File: config.mk
export PLATFORM = sky130hd
export DESIGN_NAME = pb_command_sequencer
export DESIGN_NICKNAME = d
export VERILOG_FILES = /design/src/rtl/pb_cmd_pkg.sv /design/src/rtl/pb_resp_serializer.sv /design/src/rtl/pb_command_sequencer.sv
export SDC_FILE = /design/constraint.sdc
export NUM_CORES = 1
export LEC_CHECK = 0
export CAP_MARGIN = 20
export CORE_MARGIN = 3
export CORE_UTILIZATION = 47
export DETAILED_ROUTE_END_ITERATION = 10
export PLACE_DENSITY = 0.8
export SYNTH_ARGS = -nofsm -noshare
export SYNTH_HDL_FRONTEND = slang
export SYNTH_SLANG_ARGS = --single-unit
File: constraint.sdc
create_clock -name clock -period 2.7 [get_ports clock]
set_input_delay 0.81 -clock clock [delete_from_list [all_inputs] [get_ports clock]]
set_output_delay 0.81 -clock clock [all_outputs]
set_load 0.01 [all_outputs]
File: src/rtl/pb_cmd_pkg.sv
// Shared opcode, sequencer state and response-frame definitions for the
// peripheral-bus command path (parser, sequencer and sub-machines).
package pb_cmd_pkg;

    typedef enum logic [2:0] {
        PB_OP_WRITE4 = 3'd0,
        PB_OP_READ4  = 3'd1,
        PB_OP_ADC4   = 3'd2,
        PB_OP_ADC1   = 3'd3,
        PB_OP_TEST   = 3'd4
    } pb_opcode_e;

    typedef enum logic [2:0] {
        SEQ_IDLE      = 3'd0,
        SEQ_LAUNCH    = 3'd1,
        SEQ_WAIT_DONE = 3'd2,
        SEQ_LATCH     = 3'd3,
        SEQ_TX_HDR    = 3'd4,
        SEQ_TX_BODY   = 3'd5,
        SEQ_TX_ERR    = 3'd6
    } pb_seq_state_e;

    localparam int         PB_NUM_SUBS         = 5;
    localparam int         PB_MAX_RESP_BYTES   = 4;
    localparam logic [7:0] PB_ERR_BYTE_DEFAULT = 8'hEE;

    // Header byte leading every non-error response frame.
    typedef struct packed {
        logic [4:0] reserved;
        logic [2:0] opcode;
    } pb_resp_hdr_t;

    function automatic logic [7:0] pb_resp_header(input logic [2:0] opcode);
        pb_resp_hdr_t hdr;
        hdr.reserved = '0;
        hdr.opcode   = opcode;
        return hdr;
    endfunction

    function automatic logic pb_opcode_valid(input logic [2:0] opcode);
        return opcode <= PB_OP_TEST;
    endfunction

    function automatic logic [PB_NUM_SUBS-1:0] pb_onehot(input logic [2:0] opcode);
        logic [PB_NUM_SUBS-1:0] line;
        line = '0;
        case (opcode)
            PB_OP_WRITE4: line = 5'b00001;
            PB_OP_READ4:  line = 5'b00010;
            PB_OP_ADC4:   line = 5'b00100;
            PB_OP_ADC1:   line = 5'b01000;
            PB_OP_TEST:   line = 5'b10000;
            default:      line = '0;
        endcase
        return line;
    endfunction

    function automatic logic [2:0] pb_clamp_count(input logic [3:0] count);
        return (count > 4'd4) ? 3'd4 : count[2:0];
    endfunction

endpackage

File: src/rtl/pb_resp_serializer.sv
// Streams one response frame (header + up to four body bytes, or a lone
// error byte) over a valid/ready byte handshake with registered outputs.
module pb_resp_serializer
    import pb_cmd_pkg::*;
#(
    parameter logic [7:0] ERR_BYTE = PB_ERR_BYTE_DEFAULT
) (
    input  logic        clock,
    input  logic        reset,
    input  logic        start,
    input  logic        start_err,
    input  logic [7:0]  header,
    input  logic [31:0] bytes,
    input  logic [2:0]  count,
    input  logic        tx_ready,
    output logic        tx_valid,
    output logic [7:0]  tx_data,
    output logic        tx_fire,
    output logic        frame_done
);

    logic [1:0] idx;
    logic       last;
    logic [7:0] body_byte;

    assign tx_fire    = tx_valid && tx_ready;
    assign frame_done = tx_fire && last;

    always_comb begin
        body_byte = bytes[7:0];
        case (idx)
            2'd0: body_byte = bytes[7:0];
            2'd1: body_byte = bytes[15:8];
            2'd2: body_byte = bytes[23:16];
            2'd3: body_byte = bytes[31:24];
            default: body_byte = bytes[7:0];
        endcase
    end

    // 'last' marks that the byte currently on tx_data ends the frame.
    always_ff @(posedge clock or negedge reset) begin
        if (!reset) begin
            tx_valid <= 1'b0;
            tx_data  <= 8'h00;
            idx      <= 2'd0;
            last     <= 1'b0;
        end else if (start) begin
            tx_valid <= 1'b1;
            tx_data  <= header;
            idx      <= 2'd0;
            last     <= (count == 3'd0);
        end else if (start_err) begin
            tx_valid <= 1'b1;
            tx_data  <= ERR_BYTE;
            idx      <= 2'd0;
            last     <= 1'b1;
        end else if (tx_fire) begin
            if (last) begin
                tx_valid <= 1'b0;
            end else begin
                tx_data <= body_byte;
                idx     <= idx + 2'd1;
                last    <= (({1'b0, idx} + 3'd1) == count);
            end
        end
    end

endmodule

File: src/rtl/pb_command_sequencer.sv
// Single-command sequencer arbitrating the shared board bus between the
// peripheral sub-machines. Optional watchdog: define PB_CMD_TIMEOUT_EN.
module pb_command_sequencer
    import pb_cmd_pkg::*;
#(
    parameter int         CLOCK_FREQUENCY = 27000000,
    parameter int         TIMEOUT_US      = 1000,
    parameter logic [7:0] ERR_BYTE        = PB_ERR_BYTE_DEFAULT
) (
    input  logic                   clock,
    input  logic                   reset,
    input  logic                   cmd_valid,
    output logic                   cmd_ready,
    input  logic [2:0]             cmd_opcode,
    input  logic [31:0]            cmd_params,
    output logic [31:0]            param_data,
    output logic [PB_NUM_SUBS-1:0] sub_active,
    input  logic [PB_NUM_SUBS-1:0] sub_complete,
    input  logic [31:0]            resp_bytes,
    input  logic [3:0]             resp_count,
    output logic                   tx_valid,
    output logic [7:0]             tx_data,
    input  logic                   tx_ready,
    output logic                   busy,
    output logic                   timeout_err
);

    pb_seq_state_e state;
    logic [2:0]    opcode_q;
    logic [31:0]   resp_q;
    logic [2:0]    count_q;

    logic cmd_accept;
    logic complete_hit;
    logic timeout_hit;
    logic ser_start;
    logic ser_start_err;
    logic tx_fire;
    logic frame_done;

    assign cmd_accept   = (state == SEQ_IDLE) && cmd_valid && cmd_ready;
    // Only the completion line of the launched sub-machine matters.
    assign complete_hit = (state == SEQ_WAIT_DONE) && |(sub_complete & pb_onehot(opcode_q));
    assign ser_start     = (state == SEQ_LATCH);
    assign ser_start_err = (cmd_accept && !pb_opcode_valid(cmd_opcode)) || timeout_hit;

`ifdef PB_CMD_TIMEOUT_EN
    localparam int TIMEOUT_CYCLES = CLOCK_FREQUENCY / 1000000 * TIMEOUT_US;
    localparam int WD_W           = $clog2(TIMEOUT_CYCLES + 1);
    localparam logic [WD_W-1:0] WD_LAST = WD_W'(TIMEOUT_CYCLES - 1);

    logic [WD_W-1:0] wd_count;

    assign timeout_hit = (state == SEQ_WAIT_DONE) && !complete_hit && (wd_count == WD_LAST);

    always_ff @(posedge clock or negedge reset) begin
        if (!reset) begin
            wd_count <= '0;
        end else if (state == SEQ_LAUNCH) begin
            wd_count <= '0;
        end else if (state == SEQ_WAIT_DONE) begin
            wd_count <= wd_count + 1'b1;
        end
    end

    always_ff @(posedge clock or negedge reset) begin
        if (!reset) begin
            timeout_err <= 1'b0;
        end else if (cmd_accept) begin
            timeout_err <= 1'b0;
        end else if (timeout_hit) begin
            timeout_err <= 1'b1;
        end
    end
`else
    assign timeout_hit = 1'b0;
    assign timeout_err = 1'b0;
`endif

    always_ff @(posedge clock or negedge reset) begin
        if (!reset) begin
            state      <= SEQ_IDLE;
            opcode_q   <= 3'd0;
            param_data <= 32'h0;
            sub_active <= '0;
            resp_q     <= 32'h0;
            count_q    <= 3'd0;
            cmd_ready  <= 1'b0;
            busy       <= 1'b0;
        end else begin
            case (state)
                SEQ_IDLE: begin
                    cmd_ready <= 1'b1;
                    busy      <= 1'b0;
                    if (cmd_accept) begin
                        opcode_q   <= cmd_opcode;
                        param_data <= cmd_params;
                        cmd_ready  <= 1'b0;
                        busy       <= 1'b1;
                        state      <= pb_opcode_valid(cmd_opcode) ? SEQ_LAUNCH : SEQ_TX_ERR;
                    end
                end
                SEQ_LAUNCH: begin
                    sub_active <= pb_onehot(opcode_q);
                    state      <= SEQ_WAIT_DONE;
                end
                SEQ_WAIT_DONE: begin
                    if (complete_hit) begin
                        sub_active <= '0;
                        resp_q     <= resp_bytes;
                        count_q    <= pb_clamp_count(resp_count);
                        state      <= SEQ_LATCH;
                    end else if (timeout_hit) begin
                        sub_active <= '0;
                        state      <= SEQ_TX_ERR;
                    end
                end
                SEQ_LATCH: begin
                    state <= SEQ_TX_HDR;
                end
                SEQ_TX_HDR: begin
                    if (tx_fire) begin
                        if (count_q == 3'd0) begin
                            state     <= SEQ_IDLE;
                            busy      <= 1'b0;
                            cmd_ready <= 1'b1;
                        end else begin
                            state <= SEQ_TX_BODY;
                        end
                    end
                end
                SEQ_TX_BODY, SEQ_TX_ERR: begin
                    if (frame_done) begin
                        state     <= SEQ_IDLE;
                        busy      <= 1'b0;
                        cmd_ready <= 1'b1;
                    end
                end
                default: begin
                    state      <= SEQ_IDLE;
                    sub_active <= '0;
                    busy       <= 1'b0;
                    cmd_ready  <= 1'b0;
                end
            endcase
        end
    end

    pb_resp_serializer #(
        .ERR_BYTE(ERR_BYTE)
    ) u_serializer (
        .clock      (clock),
        .reset      (reset),
        .start      (ser_start),
        .start_err  (ser_start_err),
        .header     (pb_resp_header(opcode_q)),
        .bytes      (resp_q),
        .count      (count_q),
        .tx_ready   (tx_ready),
        .tx_valid   (tx_valid),
        .tx_data    (tx_data),
        .tx_fire    (tx_fire),
        .frame_done (frame_done)
    );

endmodule

# --- After elaboration in Yosys (flattened, before gate mapping) ---
# Cells that the tools add are included.
op_classes:
  reduce_logical: 24
  magnitude_cmp: 2
  bitwise_logic: 3
  n_eq_ne: 20
  addsub: 2
  n_mux: 38
ops:
  columns: ["op", "n"]
  rows:
  - ["8-bit 2-to-1 mux", 4]
  - ["8-bit case mux with 4 select lines", 1]
  - ["5-bit case mux with 5 select lines", 1]
  - ["3-bit 2-to-1 mux", 7]
  - ["3-bit case mux with 6 select lines", 1]
  - ["1-bit 2-to-1 mux", 16]
  - ["5-bit case mux with 3 select lines", 1]
  - ["3-bit by 2-bit == test with 1-bit output, second input constant", 4]
  - ["3-bit == test, second input constant", 4]
  - ["2-bit AND reduction", 5]
  - ["5-bit OR reduction", 2]
  - ["3-bit logical NOT", 3]
  - ["2-bit 2-to-1 mux", 4]
  - ["2-bit inequality test, second input constant", 4]
  - ["1-bit case mux with 4 select lines", 2]
  - ["4-bit AND reduction", 2]
  - ["3-bit by 1-bit == test with 1-bit output, second input constant", 2]
  - ["1-bit logical AND", 6]
  - ["3-bit nonzero test", 2]
  - ["5-bit bitwise AND", 1]
  - ["5-bit 2-to-1 mux", 1]
  - ["2-bit == test, second input constant", 2]
  - ["4-bit by 3-bit > comparator with 1-bit output, second input constant", 1]
  - ["2-bit by 1-bit adder with 3-bit output, second input constant", 1]
  - ["other kinds (11)", 12]
totals:
  out_inout_bits: 49
  reg_bits: 92
  in_bits: 80
  elab_cells: 101

# --- Logic depth before layout (Yosys ltp) ---
logic_depth:
  depth_word: 7
  mapped_depth: 7

# --- Cells and area by module ---
# From an unflattened synthesis, not the netlist that was laid out.
unflattened:
  cells_unflattened: 332
  hier_area_um2: 4192.8
modules_own_cells:
  columns: ["module", "instances", "cells_each", "area_each_um2"]
  rows:
  - ["pb_command_sequencer", 1, 235, 3330.7]
  - ["pb_resp_serializer", 1, 97, 862.1]

# --- Least setup slack after synthesis ---
# No wires, ideal clock.
synth_path:
  kind: "input to register"
  from: "input sub_complete[4]"
  to: "register resp_q[10]"
  cell_stages: 5
  arrival_ns: 1.831
  path_slack_ns: 0.744
  path_cell_list: "mux2i_1 nor3_1 o21ai_4 buf_6 mux2_4"
synth_between:
  elab_chain_len: 4
synth_lines:
  columns: ["item", "line", "rtl"]
  rows:
  - ["from (decl)", "pb_command_sequencer.sv:18", "input logic [PB_NUM_SUBS-1:0] sub_complete,"]
  - ["5-bit bitwise AND", "pb_command_sequencer.sv:43", "assign complete_hit = (state == SEQ_WAIT_DONE) && |(sub_complete & pb_onehot(opcode_q));"]
  - ["5-bit OR reduction", "pb_command_sequencer.sv:43", null]
  - ["1-bit logical AND", "pb_command_sequencer.sv:43", null]
  - ["2-bit AND reduction (no source line)", null, null]
  - ["to (signal assigned)", "pb_command_sequencer.sv:110", "resp_q <= resp_bytes;"]
  - ["to (decl)", "pb_command_sequencer.sv:30", "logic [31:0] resp_q;"]
# No other way between the ends.
# A chain may end at the register's enable or synchronous reset.

# --- Worst setup path in the final report ---
layout_path:
  from: "register state[0]"
  to: "register sub_active[4]"
layout_between:
  elab_chain_len: 4
  elab_cells_between_ends: 13
  cone_classes: "eq/ne (7); mux (1); bitwise (1); reduce/logical (4)"
layout_lines:
  columns: ["item", "line", "rtl"]
  rows:
  - ["from (decl)", "pb_command_sequencer.sv:28", "pb_seq_state_e state;"]
  - ["from (signal assigned)", "pb_command_sequencer.sv:100", "state <= pb_opcode_valid(cmd_opcode) ? SEQ_LAUNCH : SEQ_TX_ERR;"]
  - ["parallel branches: the longest is 4 deep, another holds 5-bit OR reduction", null, null]
  - ["to (signal assigned)", "pb_command_sequencer.sv:104", "sub_active <= pb_onehot(opcode_q);"]
  - ["to (decl)", "pb_command_sequencer.sv:17", "output logic [PB_NUM_SUBS-1:0] sub_active,"]
# Several ways; the timed one is not identified.

==> metrics.md <==
| Metric | Value |
|---|---|
| Status | complete, no violations |
| Number of max-cap violations | 0 |
| Vias in the first global route | approximately 3,200 |
| TritonCTS clock tree | done |
| P per Cell Area | 1090 mW/mm2 |
| Vias per cell | approximately 5.3 |
| Gp weighted congestion | between 0.8 and 0.9 |
| Critical path peak fanout | 13 |
| Post-synth top cells | 92 x dfrtp_1, 45 x mux2_2, 27 x mux2_4, 16 x inv_1, 16 x nand2_1 |
| Hpwl dp | approximately 7.1 mm |
| Hold buffer count at cts | 0 |
| GRT overflow | 0 |
| Post-Route WL | between 9 and 10 mm |
| Worst hold path type | primary input to async pin |
| Syn_nets | a little over 400 |
| Initial DRC Count | 95 |
| Clock Sinks | a little over 90 |
| Tcrit/Tclk final | around four fifths |
| RSZ-0062 raised after global routing | no |
| Data required, critical path | approximately 2.9 ns |
| Clk root buf | clkbuf_8 |
| Final Max Slew Viols | 0 |
| Post-synth ARST share | 100% |
| Syn avg cell area | around 13 um2 |
| Dominant synthesized flop cell | dfrtp_1 |
| Setup violators final | 0 |
| Via count | a little under 3,000 |
| Sequential share of power | 40.1% |
| CTS buffer count | 9 |
| Die width | between 100 and 150 um |
| Gate power share | between 40% and 50% |
| R2R cell count | 5 |
| Setup crit end kind | register |
| Initial antenna violation count | 0 |
| Number of distinct library cells after synthesis | between 40 and 50 |
| Final #Nets | around 530 |
| Synth Warn # | 0 |
| Worst hold slack | 0.344 ns |
| Starting density of the core | 48.5% |
| Worst vdd ir | roughly 0.54 mV |
| Share of the synthesized area in the top cell type | between 50% and 60% |
| Setup_tns | 0 ns |
| Area after DPL | 0.00562 mm2 |
| Slowest CP cell | dfrtp_1 |
| First-pass GRT wire length | 15.5 mm |
| Seq/Total Area, Yosys | between 50% and 60% |
| Fmax | about 0.47 GHz |
| # diodes | 0 |
| Lkg Pwr | 0.00258 uW |
| Longest Clk Path Bufs | 2 |
| Setup Fix Bufs, Post-CTS | 0 |
| Htree depth | 3 |
| # rows | 34 |
| Skew final | about 0.014 ns |
| Ports | ~130 |
| Clk slew on worst S/H paths | 0.10 ns |
| Gr usage total | between 10% and 20% |
| Post-route ant nets | 0 |
| DIE HEIGHT | 101 um |
| Final instance area | about 0.0058 mm2 |
| Core area | 0.00876 mm2 |
| Cell Int Power | about 4200 uW |
| Area delta synth->final | 36.8% |
| Area of the mapped netlist | ~0.0043 mm2 |
| Post-synthesis instance total | between 300 and 400 |
| FF+latch count, synth | 92 |
| Post-cts sizing count | 0 |
| Sw frac | about a third |
| Leading area contributor after synthesis | dfrtp_1 |
| Post-route DRC | 0 |
| DR WL/cell | 17.3 um |
| Slew headroom | 53.1% |
| Most frequent cell after synthesis | dfrtp_1 |
| Critical-path cell list | inv_1 -> fa_1 -> o31a_1 -> o21ai_1 -> mux2_2 |
| Critical Path Start Type | register |
| Largest net degree at the start of global routing | 42 |
| Share of layout cells above drive strength 1 | about 22% |
| Finished Core Util | approximately two thirds |
| Worst Path Arrival | approximately 2.4 ns |
| Post-synth EDFFs | 0 |
| Crit path buffers/inverters | 1 |
| Cell depth of the worst setup path | 5 |
| Least-Margin Pin Slew | roughly 0.70 ns |
| First-pass DRT Iterations | 6 |
| Minimum clock period | 2.14 ns |
| Sw power | ~2200 uW |
| Port Buffers | 127 |
| Setup CP Type | register to register |
| Final Hold Viols | 0 |
| Pre-CTS WS | 0.191 ns |
| Worst Setup Slack, final | roughly 0.56 ns |
| Critical path's top delay family | flip-flops |
| Leading post-synthesis cells by cell area | dfrtp_1 54%, mux2_2 12%, mux2_4 9.5% |
| Skew-Pair Late Insertion Delay | 0.36 ns |
| CP peak stage delay | about 0.57 ns |
| Total die area | just over 0.01 mm2 |
| Clk pwr share | about 15% |
==> layout by cell type, fill, tap and decap left out, types with 2 or more instances in the layout <==
| cell | n |
|---|---|
| a21o_1 | 2 |
| a21oi_1 | 13 |
| a222oi_1 | 8 |
| buf_12 | 3 |
| buf_4 | 3 |
| clkbuf_8 | 9 |
| clkdlybuf4s50_1 | 126 |
| dfrtp_1 | 92 |
| ha_1 | 4 |
| inv_1 | 16 |
| inv_6 | 2 |
| mux2_2 | 45 |
| mux2_4 | 27 |
| mux2i_1 | 15 |
| nand2_1 | 16 |
| nor2_1 | 13 |
| nor3_1 | 6 |
| nor4_1 | 2 |
| o211ai_1 | 2 |
| o21a_1 | 2 |
| o21ai_0 | 15 |
| o2bb2ai_1 | 2 |
| o31ai_1 | 2 |
| xnor2_1 | 2 |
| xor2_1 | 2 |
==> logic make-up (layout without fill, tap and decap cells) <==
kind of cell    count (synthesis)  count (layout)  synth area share (%)
other cells                     1               1                0.0882
compound gates                 55              55                  9.30
mux                            87              87                  25.0
flops                          92              92                  54.2
simple gates                   44              44                  4.92
xor+xnor                        4               4                 0.824
fa+ha+maj                       5               5                  1.65
buf+inv                        34             163                  4.06
==> state kept, by name (all words and copies together), names as in the netlist, 2 cells and up <==
name                  cells
count_q                   3
u_serializer.idx          2
resp_q                   32
state                     3
u_serializer.tx_data      8
sub_active                5
param_data               32
opcode_q                  3
==> worst paths after layout <==
| kind | start | end | slack [ns] |
|---|---|---|---|
| max | state[0]$_DFFE_PN0P_ | sub_active[4]$_DFFE_PN0P_ | 0.56 |
| max reg2reg | state[0]$_DFFE_PN0P_ | sub_active[4]$_DFFE_PN0P_ | 0.56 |
| min in group clock | param_data[17]$_DFFE_PN0P_ | param_data[17]$_DFFE_PN0P_ | 0.51 |
| min reg2reg | param_data[17]$_DFFE_PN0P_ | param_data[17]$_DFFE_PN0P_ | 0.51 |
| min | reset | param_data[30]$_DFFE_PN0P_ | 0.34 |
| max in group asynchronous | reset | busy$_DFFE_PN0P_ | 1.65 |
==> through the flow <==
step | total power [uW] | instances
global placement | 5320 | 544
global route | 6780 | 559
CTS | 6420 | 559
finish | 6360 | 559
detailed placement | 5440 | 544
floorplan | 4240 | 322
==> power groups by stage <==
stage	clock, uW	sequential [uW]	combinational, uW
global route	1030	2660	3090
finish	947	2550	2860
global placement	0	2530	2780
detailed placement	0	2570	2870
CTS	973	2550	2890
floorplan	0	2540	1690
==> layer usage <==
layer / track usage (%) / up-vias / wire [um]
li1: - / 1395 / -
met1: 23.7 / 1444 / 3810
met2: 31.8 / 118 / 4760
met3: 7.13 / 17 / 880
met4: 8.59 / 0 / 232
met5: 0 / - / 0
==> area by class of cell <==
class                           instances  area [um2]
Multi-Input combinational cell        196        1780
Sequential cell                        92        2300
Inverter                               16        60.1
Tap cell                              108         135
Clock inverter                          6        72.6
Fill cell                             648        2950
Timing Repair Buffer                  132        1340
Clock buffer                            9         124
Note: power is estimated with default switching activity, not from simulation.
